**src/rtl/seq_arb_pkg.sv**
```systemverilog
// seq_arb_pkg
//   Shared types and helpers for the sequence-item arbiter:
//   arbitration mode and FSM state enums, plus a saturating increment
//   used by the per-requester waiting-age counters.
package seq_arb_pkg;

  typedef enum logic [1:0] {
    ARB_FIFO        = 2'd0,
    ARB_STRICT_FIFO = 2'd1,
    ARB_RR          = 2'd2
  } arb_mode_e;

  typedef enum logic [1:0] {
    S_IDLE  = 2'd0,
    S_ARB   = 2'd1,
    S_GRANT = 2'd2
  } arb_state_e;

  // Wide enough for any supported age width; callers cast in and out.
  localparam int SAT_W = 16;

  function automatic logic [SAT_W-1:0] sat_inc(input logic [SAT_W-1:0] v,
                                               input logic [SAT_W-1:0] max_v);
    return (v >= max_v) ? max_v : v + SAT_W'(1);
  endfunction

endpackage

```
**src/rtl/seq_arb_pick.sv**
```systemverilog
// seq_arb_pick
//   Combinational winner select among eligible requesters.
//   Ports:
//     eligible  in   NREQ        requesters allowed to win this cycle
//     prio      in   NREQ*PW     priority per requester, [i*PW+:PW]
//     ages      in   NREQ*AGE_W  waiting age per requester, [i*AGE_W+:AGE_W]
//     rr_ptr    in   IDW         round-robin start index
//     mode      in   arb_mode_e  selection rule
//     win_id    out  IDW         selected requester (don't-care when !any)
//     any       out  1           at least one requester is eligible
module seq_arb_pick
  import seq_arb_pkg::*;
#(
  parameter int NREQ  = 4,
  parameter int PW    = 3,
  parameter int AGE_W = 6,
  parameter int IDW   = $clog2(NREQ)
) (
  input  logic [NREQ-1:0]       eligible,
  input  logic [NREQ*PW-1:0]    prio,
  input  logic [NREQ*AGE_W-1:0] ages,
  input  logic [IDW-1:0]        rr_ptr,
  input  arb_mode_e             mode,
  output logic [IDW-1:0]        win_id,
  output logic                  any
);

  logic             found;
  logic             better;
  logic [PW-1:0]    best_p;
  logic [AGE_W-1:0] best_a;
  logic [PW-1:0]    cur_p;
  logic [AGE_W-1:0] cur_a;
  int               rr_sum;
  logic [IDW-1:0]   rr_idx;

  always_comb begin
    win_id = '0;
    any    = |eligible;
    found  = 1'b0;
    better = 1'b0;
    best_p = '0;
    best_a = '0;
    cur_p  = '0;
    cur_a  = '0;
    rr_sum = 0;
    rr_idx = '0;
    if (mode == ARB_RR) begin
      // Walk from farthest to nearest so the last hit is the first eligible
      // index at or after rr_ptr.
      for (int k = NREQ - 1; k >= 0; k--) begin
        rr_sum = int'(rr_ptr) + k;
        if (rr_sum >= NREQ) rr_sum = rr_sum - NREQ;
        rr_idx = IDW'(rr_sum);
        if (eligible[rr_idx]) win_id = rr_idx;
      end
    end else begin
      // Strict '>' keeps the lowest index on ties.
      for (int i = 0; i < NREQ; i++) begin
        cur_p = prio[i*PW +: PW];
        cur_a = ages[i*AGE_W +: AGE_W];
        if (mode == ARB_STRICT_FIFO)
          better = !found || (cur_p > best_p) || ((cur_p == best_p) && (cur_a > best_a));
        else
          better = !found || (cur_a > best_a);
        if (eligible[i] && better) begin
          found  = 1'b1;
          best_p = cur_p;
          best_a = cur_a;
          win_id = IDW'(i);
        end
      end
    end
  end

endmodule

```
**src/rtl/seq_item_arbiter.sv**
```systemverilog
// seq_item_arbiter
//   Shares one driver port between NREQ sequence requesters with FIFO,
//   strict-priority-FIFO or round-robin selection and lock/grab exclusivity.
//   Ports:
//     clk, rst        clock, synchronous active-high reset
//     arb_mode        selection rule (3 behaves as FIFO), used in ARB only
//     req_valid       requester has an item pending
//     req_prio        per-requester priority, [i*PW+:PW]
//     req_lock        per-requester exclusive-access request
//     drv_get         driver wants an item (level)
//     drv_item_done   driver finished the current item (pulse)
//     gnt_valid       grant outstanding
//     gnt_id          granted requester
//     gnt_onehot      one-hot of gnt_id, zero when no grant
//     locked          lock held
//     lock_owner      lock owner, meaningful while locked
//     err_done        pulse: item_done arrived with no grant outstanding
//
//   state   | meaning
//   S_IDLE  | driver not asking; no grant
//   S_ARB   | driver asking; pick a winner as soon as one is eligible
//   S_GRANT | grant held stable until drv_item_done
module seq_item_arbiter
  import seq_arb_pkg::*;
#(
  parameter int NREQ  = 4,
  parameter int PW    = 3,
  parameter int AGE_W = 6
) (
  input  logic                      clk,
  input  logic                      rst,
  input  logic [1:0]                arb_mode,
  input  logic [NREQ-1:0]           req_valid,
  input  logic [NREQ*PW-1:0]        req_prio,
  input  logic [NREQ-1:0]           req_lock,
  input  logic                      drv_get,
  input  logic                      drv_item_done,
  output logic                      gnt_valid,
  output logic [$clog2(NREQ)-1:0]   gnt_id,
  output logic [NREQ-1:0]           gnt_onehot,
  output logic                      locked,
  output logic [$clog2(NREQ)-1:0]   lock_owner,
  output logic                      err_done
);

  localparam int IDW     = $clog2(NREQ);
  localparam int AGE_MAX = (1 << AGE_W) - 1;

  arb_state_e           state_q, state_d;
  arb_mode_e            mode_eff;
  logic [AGE_W-1:0]     age_q [NREQ];
  logic [NREQ*AGE_W-1:0] ages_flat;
  logic [NREQ-1:0]      eligible;
  logic [NREQ-1:0]      granted;
  logic [IDW-1:0]       win_id;
  logic                 any;
  logic                 arb_fire;
  logic                 done_grant;
  logic [IDW-1:0]       rr_ptr_q;
  logic                 gnt_valid_q;
  logic [IDW-1:0]       gnt_id_q;
  logic                 gnt_lock_q;
  logic                 locked_q;
  logic [IDW-1:0]       lock_owner_q;
  logic                 err_done_q;

  always_comb begin
    case (arb_mode)
      2'd1:    mode_eff = ARB_STRICT_FIFO;
      2'd2:    mode_eff = ARB_RR;
      default: mode_eff = ARB_FIFO;
    endcase
  end

  always_comb begin
    ages_flat = '0;
    for (int i = 0; i < NREQ; i++) ages_flat[i*AGE_W +: AGE_W] = age_q[i];
  end

  assign eligible = req_valid & (locked_q ? (NREQ'(1) << lock_owner_q) : {NREQ{1'b1}});

  seq_arb_pick #(
    .NREQ  (NREQ),
    .PW    (PW),
    .AGE_W (AGE_W),
    .IDW   (IDW)
  ) u_pick (
    .eligible (eligible),
    .prio     (req_prio),
    .ages     (ages_flat),
    .rr_ptr   (rr_ptr_q),
    .mode     (mode_eff),
    .win_id   (win_id),
    .any      (any)
  );

  always_ff @(posedge clk) begin
    if (rst) state_q <= S_IDLE;
    else     state_q <= state_d;
  end

  always_comb begin
    state_d    = state_q;
    arb_fire   = 1'b0;
    done_grant = 1'b0;
    case (state_q)
      S_IDLE: if (drv_get) state_d = S_ARB;
      S_ARB: begin
        if (any) begin
          arb_fire = 1'b1;
          state_d  = S_GRANT;
        end else if (!drv_get) begin
          state_d = S_IDLE;
        end
      end
      S_GRANT: begin
        if (drv_item_done) begin
          done_grant = 1'b1;
          state_d    = drv_get ? S_ARB : S_IDLE;
        end
      end
      default: state_d = S_IDLE;
    endcase
  end

  // The requester being selected this cycle, or holding the grant, does not age.
  always_comb begin
    granted = '0;
    for (int i = 0; i < NREQ; i++)
      granted[i] = ((state_q == S_GRANT) && (gnt_id_q == IDW'(i))) ||
                   (arb_fire && (win_id == IDW'(i)));
  end

  always_ff @(posedge clk) begin
    for (int i = 0; i < NREQ; i++) begin
      if (rst || !req_valid[i] || granted[i]) age_q[i] <= '0;
      else age_q[i] <= AGE_W'(sat_inc(SAT_W'(age_q[i]), SAT_W'(AGE_MAX)));
    end
  end

  always_ff @(posedge clk) begin
    if (rst) begin
      rr_ptr_q     <= '0;
      gnt_valid_q  <= 1'b0;
      gnt_id_q     <= '0;
      gnt_lock_q   <= 1'b0;
      locked_q     <= 1'b0;
      lock_owner_q <= '0;
      err_done_q   <= 1'b0;
    end else begin
      err_done_q <= drv_item_done && (state_q != S_GRANT);
      if (arb_fire) begin
        gnt_valid_q <= 1'b1;
        gnt_id_q    <= win_id;
        gnt_lock_q  <= req_lock[win_id];
      end
      if (done_grant) begin
        gnt_valid_q <= 1'b0;
        rr_ptr_q    <= (gnt_id_q == IDW'(NREQ - 1)) ? '0 : gnt_id_q + IDW'(1);
      end
      // A lock taken at this done wins over a release seen in the same cycle.
      if (locked_q && !req_lock[lock_owner_q]) locked_q <= 1'b0;
      if (done_grant && gnt_lock_q) begin
        locked_q     <= 1'b1;
        lock_owner_q <= gnt_id_q;
      end
    end
  end

  assign gnt_valid  = gnt_valid_q;
  assign gnt_id     = gnt_id_q;
  assign gnt_onehot = gnt_valid_q ? (NREQ'(1) << gnt_id_q) : '0;
  assign locked     = locked_q;
  assign lock_owner = lock_owner_q;
  assign err_done   = err_done_q;

endmodule
```
**config.mk**
```make
export PLATFORM = sky130hd
export DESIGN_NAME = seq_item_arbiter
export DESIGN_NICKNAME = d
export VERILOG_FILES = /design/src/rtl/seq_arb_pkg.sv /design/src/rtl/seq_arb_pick.sv /design/src/rtl/seq_item_arbiter.sv
export SDC_FILE = /design/constraint.sdc
export NUM_CORES = 1
export LEC_CHECK = 0
export ABC_CLOCK_PERIOD_IN_PS = 6700
export CAP_MARGIN = 20
export CORE_MARGIN = 2
export CORE_UTILIZATION = 39
export CTS_CLUSTER_DIAMETER = 40
export DETAILED_ROUTE_END_ITERATION = 10
export DONT_BUFFER_PORTS = 1
export PLACE_DENSITY = 0.57
export SLEW_MARGIN = 0
export SYNTH_ARGS = -nofsm -noshare
export SYNTH_HDL_FRONTEND = slang
export SYNTH_SLANG_ARGS = --single-unit
export TNS_END_PERCENT = 100
```
**constraint.sdc**
```tcl
create_clock -name clk -period 6.7 [get_ports clk]
set_input_delay 1.34 -clock clk [delete_from_list [all_inputs] [get_ports clk]]
set_output_delay 1.34 -clock clk [all_outputs]
set_load 0.05 [all_outputs]
```
==> metrics <==
status=completed; GRT Resource Usage Total=19.00%; clk buf depth=2; FF-to-FF Start=lock_owner[0]$_SDFFE_PP0P_; WHS Path Cells=1; Yosys top cell by area=dfxtp_1; later-pin clock latency in the skew report=0.29 ns; Worst Reg2Reg Path Length in Cells=26; Seq/Total Area, Yosys=25.27%; Worst Skew=0.009884 ns; Mapped Cells=354; CTS Sinks=36; placed inst area=0.003059 mm2; crit path max fanout=20; Final Critical Period=6.381 ns; Final ANT Viol Nets=0; clk root buf=clkbuf_8; CTS Hold Bufs=0; Starting Density=39.74%; largest net degree at the start of global routing=21; CTS tree=yes; DR DRC count=0; Synth area leaders=dfxtp_1 25%, ha_1 15%, a21oi_1 8.1%, nor2_1 4.3%, nand2_1 4.2%; Worst Hold Path EP=age_q[1][0]$_SDFF_PP0_; total chip power=529.3 uW; hold slack=0.4692 ns; diode count=0; CTS clk-pin slew, worst paths=0.08 ns; io pins=37; placed cell count=461; gpl congestion=0.8846; Final Hold Fails=0; global-route wire length before repair=11640 um; chip width=89.51 um; Final Instance Count excl. Fillers=469; Hold Startpoint=age_q[1][0]$_SDFF_PP0_; Post-synth EDFFs=0; Worst-Margin Slew=0.6489 ns; die height=89.51 um; critical path startpoint category=input pin; Synth Cell Area=0.002851 mm2; PortBufs=0; DP HPWL=5795 um; FILL cells=741; Post-Route WL=7284 um; post-route setup slack=0.3193 ns; H-tree lvl count=2; CP Capture Type=register; vias per cell=5.463; cell row count=31; Pre-Repair DR Iteration Count=4; layout cell share with drive strength beyond 1=13.51%; final instance area=0.003177 mm2; DR vias=2562; Leak=1.229 nW; Max Cap Viol=0; Initial DRC Count=105; Worst R2R Setup Slack=0.76 ns; Worst Path Required=6.88 ns; Syn Area/Cell=8.055 um2; Worst Path Arrival=6.56 ns; power per cell area=166.6 mW/mm2; total congestion overflow=0; terminus of the critical flop-to-flop path=age_q[1][4]$_SDFF_PP0_; NumNets Final=430; P&R area growth vs syn=11.41%; Ys Warns=0; fmax=0.1567 GHz; WL/cell=15.53 um; final setup vio count=0; final design utilization=44.27%; RSZ-0062 raised after global routing=no; Synth async-reset ratio=0%; antenna violations before repair=0; syn_nets=415; vias in the first global route=2424; FF+latch count, synth=36; distinct cell type count after synthesis=61; TNS Setup=0 ns; Die ar.=0.008011 mm2; Slew Limit Fails=0; worst setup path class=input pin to register; Hold Path Class=register to register; core area=0.007176 mm2; Post-synth top flop=dfxtp_1; worst slew margin relative to its limit=56.58%; top cell type's share of synthesized area=25.27%; Max VDD drop=0.00007988 V; Final period util=95.23%; pre-CTS setup slack=-0.2271 ns; TritonCTS buffer count=5
==> state kept, by name, summed over array words and instances, names as in the netlist <==
name	count
lock_owner	2
gnt_id	2
state_q	2
locked	1
gnt_lock_q	1
err_done	1
gnt_valid	1
age_q	24
rr_ptr_q	2
==> placed cells by master, fill, tap and decap left out, types with 3 or more instances in the layout <==
| cell type | Yosys | layout |
|---|---|---|
| or2_2 | 4 | 4 |
| nand3_1 | 11 | 11 |
| ha_1 | 35 | 35 |
| xnor2_1 | 7 | 7 |
| buf_4 | 1 | 16 |
| mux2i_1 | 5 | 5 |
| nor3_1 | 5 | 5 |
| and3_1 | 6 | 6 |
| o21ai_0 | 5 | 5 |
| nor2_1 | 33 | 33 |
| nand2_1 | 32 | 32 |
| nand2b_1 | 9 | 9 |
| a21oi_1 | 46 | 46 |
| nand4_1 | 3 | 3 |
| dfxtp_1 | 36 | 36 |
| and2_1 | 5 | 4 |
| a31oi_1 | 18 | 16 |
| nand3b_1 | 3 | 3 |
| inv_1 | 25 | 25 |
| nor3b_1 | 3 | 3 |
| a31o_4 | 2 | 3 |
| clkbuf_8 | 0 | 6 |
| nor2b_1 | 4 | 4 |
| o21ai_1 | 5 | 5 |
==> timing repair <==
item | 4_1_cts | 5_1_grt
gates resized for setup | 0 | 6
buffers inserted | 0 | 0
setup endpoints to repair | 0 | 27
==> synth_stat cells (3+ instances only) <==
| library cell | n |
|---|---|
| a211oi_1 | 3 |
| and3_1 | 6 |
| dfxtp_1 | 36 |
| and2_1 | 5 |
| nor3b_1 | 3 |
| nand3_1 | 11 |
| nand3b_1 | 3 |
| inv_1 | 25 |
| nor3_1 | 5 |
| nor2_1 | 33 |
| o21ai_1 | 5 |
| nand2b_1 | 9 |
| or2_2 | 4 |
| nand2_1 | 32 |
| mux2i_1 | 5 |
| ha_1 | 35 |
| a31oi_1 | 18 |
| nand4_1 | 3 |
| buf_2 | 3 |
| nor2b_1 | 4 |
| o21ai_0 | 5 |
| a21oi_1 | 46 |
| xnor2_1 | 7 |
| clkbuf_1 | 3 |
==> layer usage <==
layer  GRT usage, %  vias to the layer above  routed length, um
met5              0                        -                  0
met4          5.156                        0                 69
met3          3.878                        5                225
met2          32.59                       33               3575
met1          24.18                     1206               3413
li1               -                     1318                  -
==> cell families (layout without fill, tap and decap cells) <==
| family | after synthesis | after routing | share of synthesized area (%) |
|---|---|---|---|
| DFF | 36 | 36 | 25.27 |
| adders and majority gates | 35 | 35 | 15.36 |
| xor gates and xnor gates | 7 | 7 | 2.150 |
| AOI/OAI and AO/OA | 108 | 108 | 26.46 |
| muxes | 6 | 6 | 2.545 |
| and+or+nand+nor | 128 | 128 | 22.95 |
| buffers and inverters | 34 | 50 | 5.265 |
==> how the worst max path moves through the flow <==
| stage | startpoint | endpoint |
|---|---|---|
| 2_1_floorplan | req_valid[0] | age_q[2][5]$_SDFF_PP0_ |
| 3_3_place_gp | req_valid[0] | age_q[1][4]$_SDFF_PP0_ |
| 3_5_place_dp | req_valid[0] | age_q[1][4]$_SDFF_PP0_ |
| 4_1_cts | req_valid[0] | age_q[1][4]$_SDFF_PP0_ |
| 5_1_grt | req_valid[0] | age_q[1][4]$_SDFF_PP0_ |
| 6_report | req_valid[0] | age_q[1][4]$_SDFF_PP0_ |
==> cell type report <==
cell class              instances  area, um2  area share, %
multi-input cells             284       2008          63.21
flip-flops and latches         36      720.7          22.69
repair buffers                 17      140.1          4.411
well taps                      99      123.9          3.899
inverters                      25      93.84          2.954
clock buffers                   8      90.09          2.836
==> critical path, stage by stage <==
cell and delay (ns):
and2_2 0.20, nand2_1 0.08, ha_1 0.31, a2111oi_0 0.44
a2111o_1 0.22, a31o_4 0.26, nor2_1 0.06, a31oi_1 0.28
ha_1 0.30, nand4_1 0.12, nor2_1 0.06, or3b_1 0.36
o21ai_1 0.23, buf_12 0.18, nor2_1 0.05, a21oi_1 0.12
ha_1 0.28, a31oi_2 0.26, mux2i_1 0.12, a31o_2 0.23
a31oi_1 0.26, buf_4 0.18, o21ai_2 0.09, o31ai_4 0.39
nor3_1 0.10
==> power breakdown <==
group	switching (mW)	total [mW]	leakage, nW	internal [mW]
clock network	0.0803	0.164	0.0455	0.0840
logic	0.0769	0.132	0.891	0.0549
registers	0.0126	0.233	0.292	0.221
Power figures use the tool's default switching activity.
